File: config.mk
export PLATFORM = sky130hd
export DESIGN_NAME = mult_booth
export DESIGN_NICKNAME = d
export VERILOG_FILES = /design/src/rtl/mult_pkg.sv /design/src/rtl/booth_step.sv /design/src/rtl/mult_booth.sv
export SDC_FILE = /design/constraint.sdc
export NUM_CORES = 1
export LEC_CHECK = 0
export ABC_CLOCK_PERIOD_IN_PS = 14200
export CAP_MARGIN = 0
export CORE_ASPECT_RATIO = 0.9
export CORE_MARGIN = 5
export CORE_UTILIZATION = 24
export CTS_BUF_LIST = sky130_fd_sc_hd__clkbuf_8 sky130_fd_sc_hd__clkbuf_16
export DETAILED_ROUTE_END_ITERATION = 12
export DONT_BUFFER_PORTS = 1
export PLACE_DENSITY_LB_ADDON = 0.15
export SLEW_MARGIN = 20
export SYNTH_ARGS = -nofsm -noshare
export SYNTH_HDL_FRONTEND = slang
export SYNTH_HIERARCHICAL = 1
export SYNTH_SLANG_ARGS = --single-unit
File: constraint.sdc
create_clock -name clk -period 14.2 [get_ports clk]
set_input_delay 2.84 -clock clk [delete_from_list [all_inputs] [get_ports clk]]
set_output_delay 2.84 -clock clk [all_outputs]
set_load 0.01 [all_outputs]
File: src/rtl/mult_pkg.sv
// mult_pkg: state encoding, iteration count and Booth code constants shared by mult_booth.
package mult_pkg;
    localparam logic [1:0] ST_IDLE = 2'd0;
    localparam logic [1:0] ST_RUN  = 2'd1;
    localparam logic [1:0] ST_DONE = 2'd2;
    typedef enum logic [1:0] {IDLE = ST_IDLE, RUN = ST_RUN, DONE = ST_DONE} state_t;
    localparam int MULT_ITER = 32;
    localparam logic [1:0] BOOTH_NOP0 = 2'b00;
    localparam logic [1:0] BOOTH_ADD  = 2'b01;
    localparam logic [1:0] BOOTH_SUB  = 2'b10;
    localparam logic [1:0] BOOTH_NOP1 = 2'b11;
endpackage

File: src/rtl/booth_step.sv
// booth_step: one combinational radix-2 Booth iteration on {ACC,Q,q_1}.
import mult_pkg::*;
module booth_step #(
    parameter int WIDTH = 32
) (
    input  logic [WIDTH:0]   i_acc,
    input  logic [WIDTH-1:0] i_q,
    input  logic             i_q1,
    input  logic [WIDTH:0]   i_m,
    output logic [WIDTH:0]   o_acc,
    output logic [WIDTH-1:0] o_q,
    output logic             o_q1
);
    logic [1:0]     w_code;
    logic [WIDTH:0] w_sum;
    always_comb begin
        w_code = {i_q[0], i_q1};
        w_sum  = (w_code == BOOTH_ADD) ? i_acc + i_m :
                 (w_code == BOOTH_SUB) ? i_acc - i_m : i_acc;
        o_acc  = {w_sum[WIDTH], w_sum[WIDTH:1]};
        o_q    = {w_sum[0], i_q[WIDTH-1:1]};
        o_q1   = i_q[0];
    end
endmodule

File: src/rtl/mult_booth.sv
// mult_booth: sequential signed WIDTHxWIDTH radix-2 Booth multiplier with one-cycle mult_end pulse.
// Optional MULT_ZERO_SKIP_EN: a zero operand finishes at the start edge with a zero product.
import mult_pkg::*;
module mult_booth #(
    parameter int WIDTH = 32
) (
    input  logic             clk,
    input  logic             reset,
    input  logic             mult_control,
    input  logic [WIDTH-1:0] A_in,
    input  logic [WIDTH-1:0] B_in,
    output logic [WIDTH-1:0] HI_out,
    output logic [WIDTH-1:0] LO_out,
    output logic             mult_end,
    output logic             mult_busy
);
    state_t           r_state, w_next;
    logic [WIDTH:0]   r_m, r_acc, w_acc;
    logic [WIDTH-1:0] r_q, w_q;
    logic             r_q1, w_q1;
    logic [5:0]       r_cnt;
    logic             w_start, w_last, w_zero;

    booth_step #(.WIDTH(WIDTH)) u_step (
        .i_acc(r_acc), .i_q(r_q), .i_q1(r_q1), .i_m(r_m),
        .o_acc(w_acc), .o_q(w_q), .o_q1(w_q1)
    );

    always_comb begin
        w_start = (r_state == IDLE) && mult_control;
        w_last  = (r_state == RUN) && (r_cnt == 6'(MULT_ITER - 1));
`ifdef MULT_ZERO_SKIP_EN
        w_zero  = (A_in == '0) || (B_in == '0);
`else
        w_zero  = 1'b0;
`endif
        w_next  = (r_state == RUN)  ? (w_last ? DONE : RUN) :
                  (r_state == DONE) ? IDLE :
                  w_start           ? (w_zero ? DONE : RUN) : IDLE;
    end

    always_ff @(posedge clk or posedge reset) begin
        if (reset) r_state <= IDLE;
        else       r_state <= w_next;
    end

    // HI/LO only change on completion so the register file sees a stable result.
    always_ff @(posedge clk or posedge reset) begin
        if (reset) begin
            r_m       <= '0;
            r_acc     <= '0;
            r_q       <= '0;
            r_q1      <= 1'b0;
            r_cnt     <= '0;
            HI_out    <= '0;
            LO_out    <= '0;
            mult_end  <= 1'b0;
            mult_busy <= 1'b0;
        end else begin
            if (w_start) begin
                r_m   <= {A_in[WIDTH-1], A_in};
                r_acc <= '0;
                r_q   <= B_in;
                r_q1  <= 1'b0;
                r_cnt <= '0;
            end else if (r_state == RUN) begin
                r_acc <= w_acc;
                r_q   <= w_q;
                r_q1  <= w_q1;
                r_cnt <= r_cnt + 6'd1;
            end
            if (w_last) begin
                HI_out <= w_acc[WIDTH-1:0];
                LO_out <= w_q;
            end else if (w_start && w_zero) begin
                HI_out <= '0;
                LO_out <= '0;
            end
            mult_end  <= (w_next == DONE);
            mult_busy <= (w_next == RUN);
        end
    end
endmodule

==> flow_summary.json, run 1 <==
{
  "outcome": "finished, final reports clean",
  "postRouteAntennaNets": 0,
  "setup_viol": 0,
  "drive_above_1_share_pct": 15.9,
  "synthesis.instances": 1180,
  "intPower_uw": 1590,
  "slew_violations": 0,
  "max_stage_delay_ns": 0.69,
  "pwr-share-seq_pct": 29.0,
  "route.vias.total": 8703,
  "antenna_found_initial": 3,
  "cts_buffers": 17,
  "holdBufCountCts": 0,
  "die_area_sq_um": 52000,
  "grt_pass1_vias": 9004,
  "areaGrowthSynthToFinish_pct": 7.47,
  "post_cts_buffers": 0,
  "syn_area_sq_um": 11400,
  "dr.max_layer_used": "met5",
  "fp.dieH_microns": 217,
  "fin_skew_ns": 0.0146,
  "wl_mm": 36.0,
  "drt_iter0_markers": 583,
  "yosysWarnings": 6,
  "cts.path.max_buffers": 2,
  "portBuffers": 0,
  "async_flop_share_pct": 100,
  "fillerInstances": 4998,
  "synth_flop_cell": "dfrtp_1",
  "grt_usage_pct": 13.9,
  "wl_met3_mm": 2.23,
  "tns_ns": 0,
  "hpwl_mm": 24.6,
  "n_antenna_cell": 0,
  "clock-sinks": 170,
  "cap_violations": 0,
  "grt_pass1_wl_mm": 56.7,
  "start_util_pct": 24.4,
  "end_kind": "flip-flop",
  "yosysUniqueCellTypes": 81,
  "layout.nets": 1233,
  "max_freq_mhz": 246,
  "power-per-cell-area_nw_per_um2": 248,
  "clock_latency_ns": 0.46,
  "cts-resized-gates": 0,
  "timing.final.crit_period_ns": 4.07,
  "switching_share_pct": 47.7,
  "core-area_sq_um": 46800,
  "layout_commonest_cell": "dfrtp_1",
  "power_leakage_uw": 0.00511,
  "stdcell_area_sq_um": 12300,
  "grt_start_max_net_pins": 108,
  "wirelength_met1_mm": 17.4,
  "syn_avg_cell_area_sq_um": 9.68,
  "io_pins": 133,
  "multiInputGateArea_sq_um": 6300,
  "rows": 75,
  "overflow": 0,
  "cts_max_level": 4,
  "crit_path_cell_trace": "or3b_2 -> buf_4 -> mux2_2",
  "synth_fp_nets": 1314,
  "gp_congestion": 0.853,
  "wl_met2_mm": 15.9,
  "synth_edf_count": 0,
  "via_per_inst": 5.04,
  "power_frac_comb_pct": 54.7,
  "start_kind": "input port",
  "hold_viol": 0,
  "max-slew-margin-rel_pct": 31.9,
  "cp.arrival_ns": 4.41,
  "hold_path.class": "flip-flop to flip-flop",
  "rsz0062_at_grt": "false",
  "ir_drop_mv": 0.0931,
  "clk_pin_slew_ns": 0.08,
  "synth-seq-cells": 170,
  "critPathMaxFanout": 35,
  "critical_path.slowest_cell": "or3b_2",
  "drc": 0,
  "wl_per_cell_microns": 20.8,
  "p_clk_share_pct": 16.3,
  "cts-root-buf": "clkbuf_16",
  "fin_crit_sh_pct": 28.6,
  "dpl_cell_area_sq_um": 11700,
  "cts_tree": "yes",
  "worst_slew_pin_slew_ns": 1.02,
  "final_cell_mix": "dfrtp_1, a21oi_1, mux2_2",
  "required_ns": 14.55,
  "ys_seq_area_share_pct": 37.3,
  "path_class": "input port to flip-flop",
  "regArea_sq_um": 4250,
  "dr.pass1.iters": 5,
  "die_w_microns": 240,
  "p_sw_uw": 1450
}
==> synth_stat cells (all sizes together), types with 10 or more instances <==
cell type	count	area, sq um
buf	66	485
inv	66	248
dfrtp	170	4250
nand2	47	176
o21bai	22	165
clkbuf	46	174
nor4	15	113
nor3	10	50.1
o21ai	65	333
nor2	59	221
a22oi	47	353
nor2b	49	307
o22ai	34	213
nand2b	10	62.6
mux2	96	1170
a211oi	12	110
ha	65	813
a22o	36	315
a21oi	117	597
a21o	12	90.1
nand3	16	85.1
==> stage by stage <==
step	utilization, %	std cells	worst slack, ns	power, uW	hold slack, ns
final	26.2	1728	10.13	3040	0.504
after global routing	26.2	1728	10.04	3310	0.548
after CTS	26.2	1728	10.09	3070	0.510
after detailed placement	24.9	1696	9.58	2550	0.500
after global placement	24.9	1696	9.61	2540	0.509
after floorplan	-	1180	6.76	2150	0.460
==> layout make-up <==
type	instances	share of cell area, %
multi-input cells	832	51.3
well taps	616	6.28
repair buffers	12	0.734
flip-flops and latches	170	34.7
inverters	66	2.08
clock inverters	15	1.46
clock buffers	17	3.47
==> power groups by stage <==
stage | combinational [uW] | clock [uW] | sequential [uW]
global placement | 1650 | 0 | 898
CTS | 1660 | 516 | 893
detailed placement | 1650 | 0 | 899
finish | 1660 | 494 | 883
global route | 1860 | 535 | 917
floorplan | 1340 | 0 | 815
==> cells by family (layout without fill, tap and decap cells) <==
group / after synthesis / count (layout) / share of synthesized area [%]
multiplexers: 103 / 103 / 10.9
XOR/XNOR: 6 / 6 / 0.460
AND/OR/NAND/NOR: 241 / 241 / 11.1
adder cells (fa/ha/maj): 67 / 67 / 7.47
flip-flops: 170 / 170 / 37.3
AO/OA/AOI/OAI: 415 / 415 / 24.9
buffers and inverters: 178 / 110 / 7.94
==> registers in the layout, indices dropped and copies added, names as in the netlist <==
name / flops
HI_out: 32
LO_out: 32
mult_end: 1
r_acc: 33
r_cnt: 6
r_m: 32
r_q: 32
r_q1: 1
r_state: 1
==> critical path: cells and delay by family <==
| family | cells | cell delay [ns] |
|---|---|---|
| muxes | 1 | 0.38 |
| and+or+nand+nor | 1 | 0.69 |
| buffers and inverters | 1 | 0.48 |
==> worst paths after layout <==
check | start | end | slack (ns) | cells past startpoint
max in group asynchronous | reset | r_acc[27] | 10.37 | 2
max | mult_control | r_m[31] | 10.13 | 3
min in group asynchronous | reset | HI_out[7] | 2.39 | 1
max reg2reg | r_acc[12] | HI_out[28] | 10.31 | 11
min reg2reg | r_cnt[4] | r_cnt[4] | 0.50 | 1
min | r_cnt[4] | r_cnt[4] | 0.50 | 1
==> per-layer routing <==
layer / vias up / GRT usage [%]
met4: 4 / 3.48
li1: 4151 / -
met1: 4339 / 19.4
met2: 186 / 21.1
met3: 23 / 3.97
met5: - / 0
No activity file was read; power rests on OpenSTA's default activity.
==> inputs of run 2 (changes only) <==
ABC_CLOCK_PERIOD_IN_PS = 4100   (was 14200)
clock period = 4.1 ns   (was 14.2 ns; I/O delays follow)
==> flow_summary.json, run 2 (synthesized netlist as in run 1, its figures left out) <==
{
  "critical_path.slowest_cell": "or3_2",
  "dr.pass1.iters": 5,
  "grt_pass1_wl_mm": 56.8,
  "final_core_util_pct": 26.3,
  "met3_usage_pct": 4.99,
  "ir_drop_mv": 0.311,
  "areaGrowthSynthToFinish_pct": 7.99,
  "wl_mm": 36.2,
  "drive_above_1_share_pct": 16.3,
  "multiInputGateArea_sq_um": 6280,
  "fin_crit_sh_pct": 88.5,
  "route.vias.total": 8839,
  "outcome": "finished, final reports clean",
  "regArea_sq_um": 4250,
  "post_cts_buffers": 0,
  "n_antenna_cell": 0,
  "path_buf_inv": 0,
  "io_pins": 133,
  "cts.path.max_buffers": 2,
  "clk_pin_slew_ns": 0.08,
  "worst_slew_pin_slew_ns": 0.726,
  "hold_path.class": "input port to async pin",
  "drt_iter0_markers": 556,
  "fp.dieH_microns": 217,
  "fillerInstances": 4963,
  "path_class": "flip-flop to flip-flop",
  "rsz0062_at_grt": "false",
  "power_leakage_uw": 0.00514,
  "start_kind": "flip-flop",
  "postRouteAntennaNets": 0,
  "hpwl_mm": 24.9,
  "clock-sinks": 170,
  "core-area_sq_um": 46800,
  "max_freq_mhz": 276,
  "required_ns": 4.46,
  "cp.arrival_ns": 3.99,
  "critPathMaxFanout": 4,
  "dp.cells": 1702,
  "die_area_sq_um": 52000,
  "grt_start_max_net_pins": 113,
  "wl_per_cell_microns": 20.9,
  "critical_path.top_delay_family": "compound AO/OA/AOI/OAI gates",
  "portBuffers": 0,
  "setup_viol": 0,
  "die_w_microns": 240,
  "drc": 0,
  "via_per_inst": 5.10,
  "max-slew-margin-rel_pct": 51.6,
  "start_util_pct": 24.4,
  "tns_ns": 0,
  "crit_path_cell_trace": "ha_1 -> fa_1 -> nor2b_1 -> o311ai_0 -> a211o_1 -> a21oi_1 -> or3_2 -> a21oi_1 -> o21bai_1 -> mux2i_1 -> a211o_1 -> mux2_2",
  "largest_reg_flops": 33,
  "max_stage_delay_ns": 0.54,
  "holdBufCountCts": 0,
  "cts_tree": "yes",
  "grt_usage_pct": 14.0,
  "cap_violations": 0,
  "slew_violations": 0,
  "cts_buffers": 17,
  "grt.busiest_layer": "met2",
  "layout.nets": 1239,
  "gp_congestion": 0.815,
  "rows": 75,
  "grt_pass1_vias": 9065,
  "instances_no_fill": 1733,
  "end_kind": "flip-flop",
  "cts-resized-gates": 0,
  "cts_max_level": 4,
  "grt_use_met1_pct": 19.2,
  "largest-register": "r_acc",
  "overflow": 0,
  "r2r_setup_slack_ns": 0.47,
  "cts-root-buf": "clkbuf_16",
  "power-per-cell-area_nw_per_um2": 858,
  "fin_skew_ns": 0.0135,
  "grt_use_met2_pct": 20.8,
  "hold_viol": 0,
  "timing.final.crit_period_ns": 3.63,
  "layout_commonest_cell": "dfrtp_1",
  "antenna_found_initial": 4,
  "clock_latency_ns": 0.49,
  "final_cell_mix": "dfrtp_1, a21oi_1, mux2_2"
}
## run 2: per-layer routing
metal / up-vias / wire length [microns]
met5: - / 46
met4: 8 / 525
met3: 40 / 2660
met2: 218 / 16000
met1: 4404 / 16900
li1: 4169 / -
## run 2: layout make-up
class	count	area share, %
repair buffers	18	1.40
clock inverters	14	1.39
well taps	616	6.25
multi-input cells	832	51.0
flip-flops and latches	170	34.5
inverters	66	2.04
clock buffers	17	3.45
## run 2: worst reg2reg max path, delay by kind of cell, from the launching register on
kind	cells	cell delay (ns)
adder cells (fa/ha/maj)	2	0.65
multiplexers	2	0.41
AO/OA/AOI/OAI	6	1.33
AND/OR/NAND/NOR	2	0.70
flip-flops	1	0.41
## run 2: where the power goes
part | switching (uW) | internal, uW
clock | 847 | 871
combinational | 3410 | 2380
sequential | 768 | 2300
total | 5020 | 5550
## run 2: metrics by stage
stage                     worst slack (ns)  power (uW)  area, sq um  hold WS (ns)
final                                0.471       10600        12300         0.308
after global routing                 0.116       11500        12300         0.325
after CTS                            0.439       10700        12300         0.294
after detailed placement             0.472        8870        11700         0.504
after global placement               0.480        8880        11700         0.501
after floorplan                      0.880        7450        11400         0.460
## run 2: final timing paths
kind / from / end / cells after the start
setup / recovery: r_acc[0] / HI_out[19] / 12
hold / removal: reset / r_m[27] / 2
setup reg to reg: r_acc[0] / HI_out[19] / 12
hold reg to reg: r_cnt[4] / r_cnt[4] / 1
max in group asynchronous: reset / r_q[27] / 2
min in group clk: A_in[0] / r_m[0] / 1
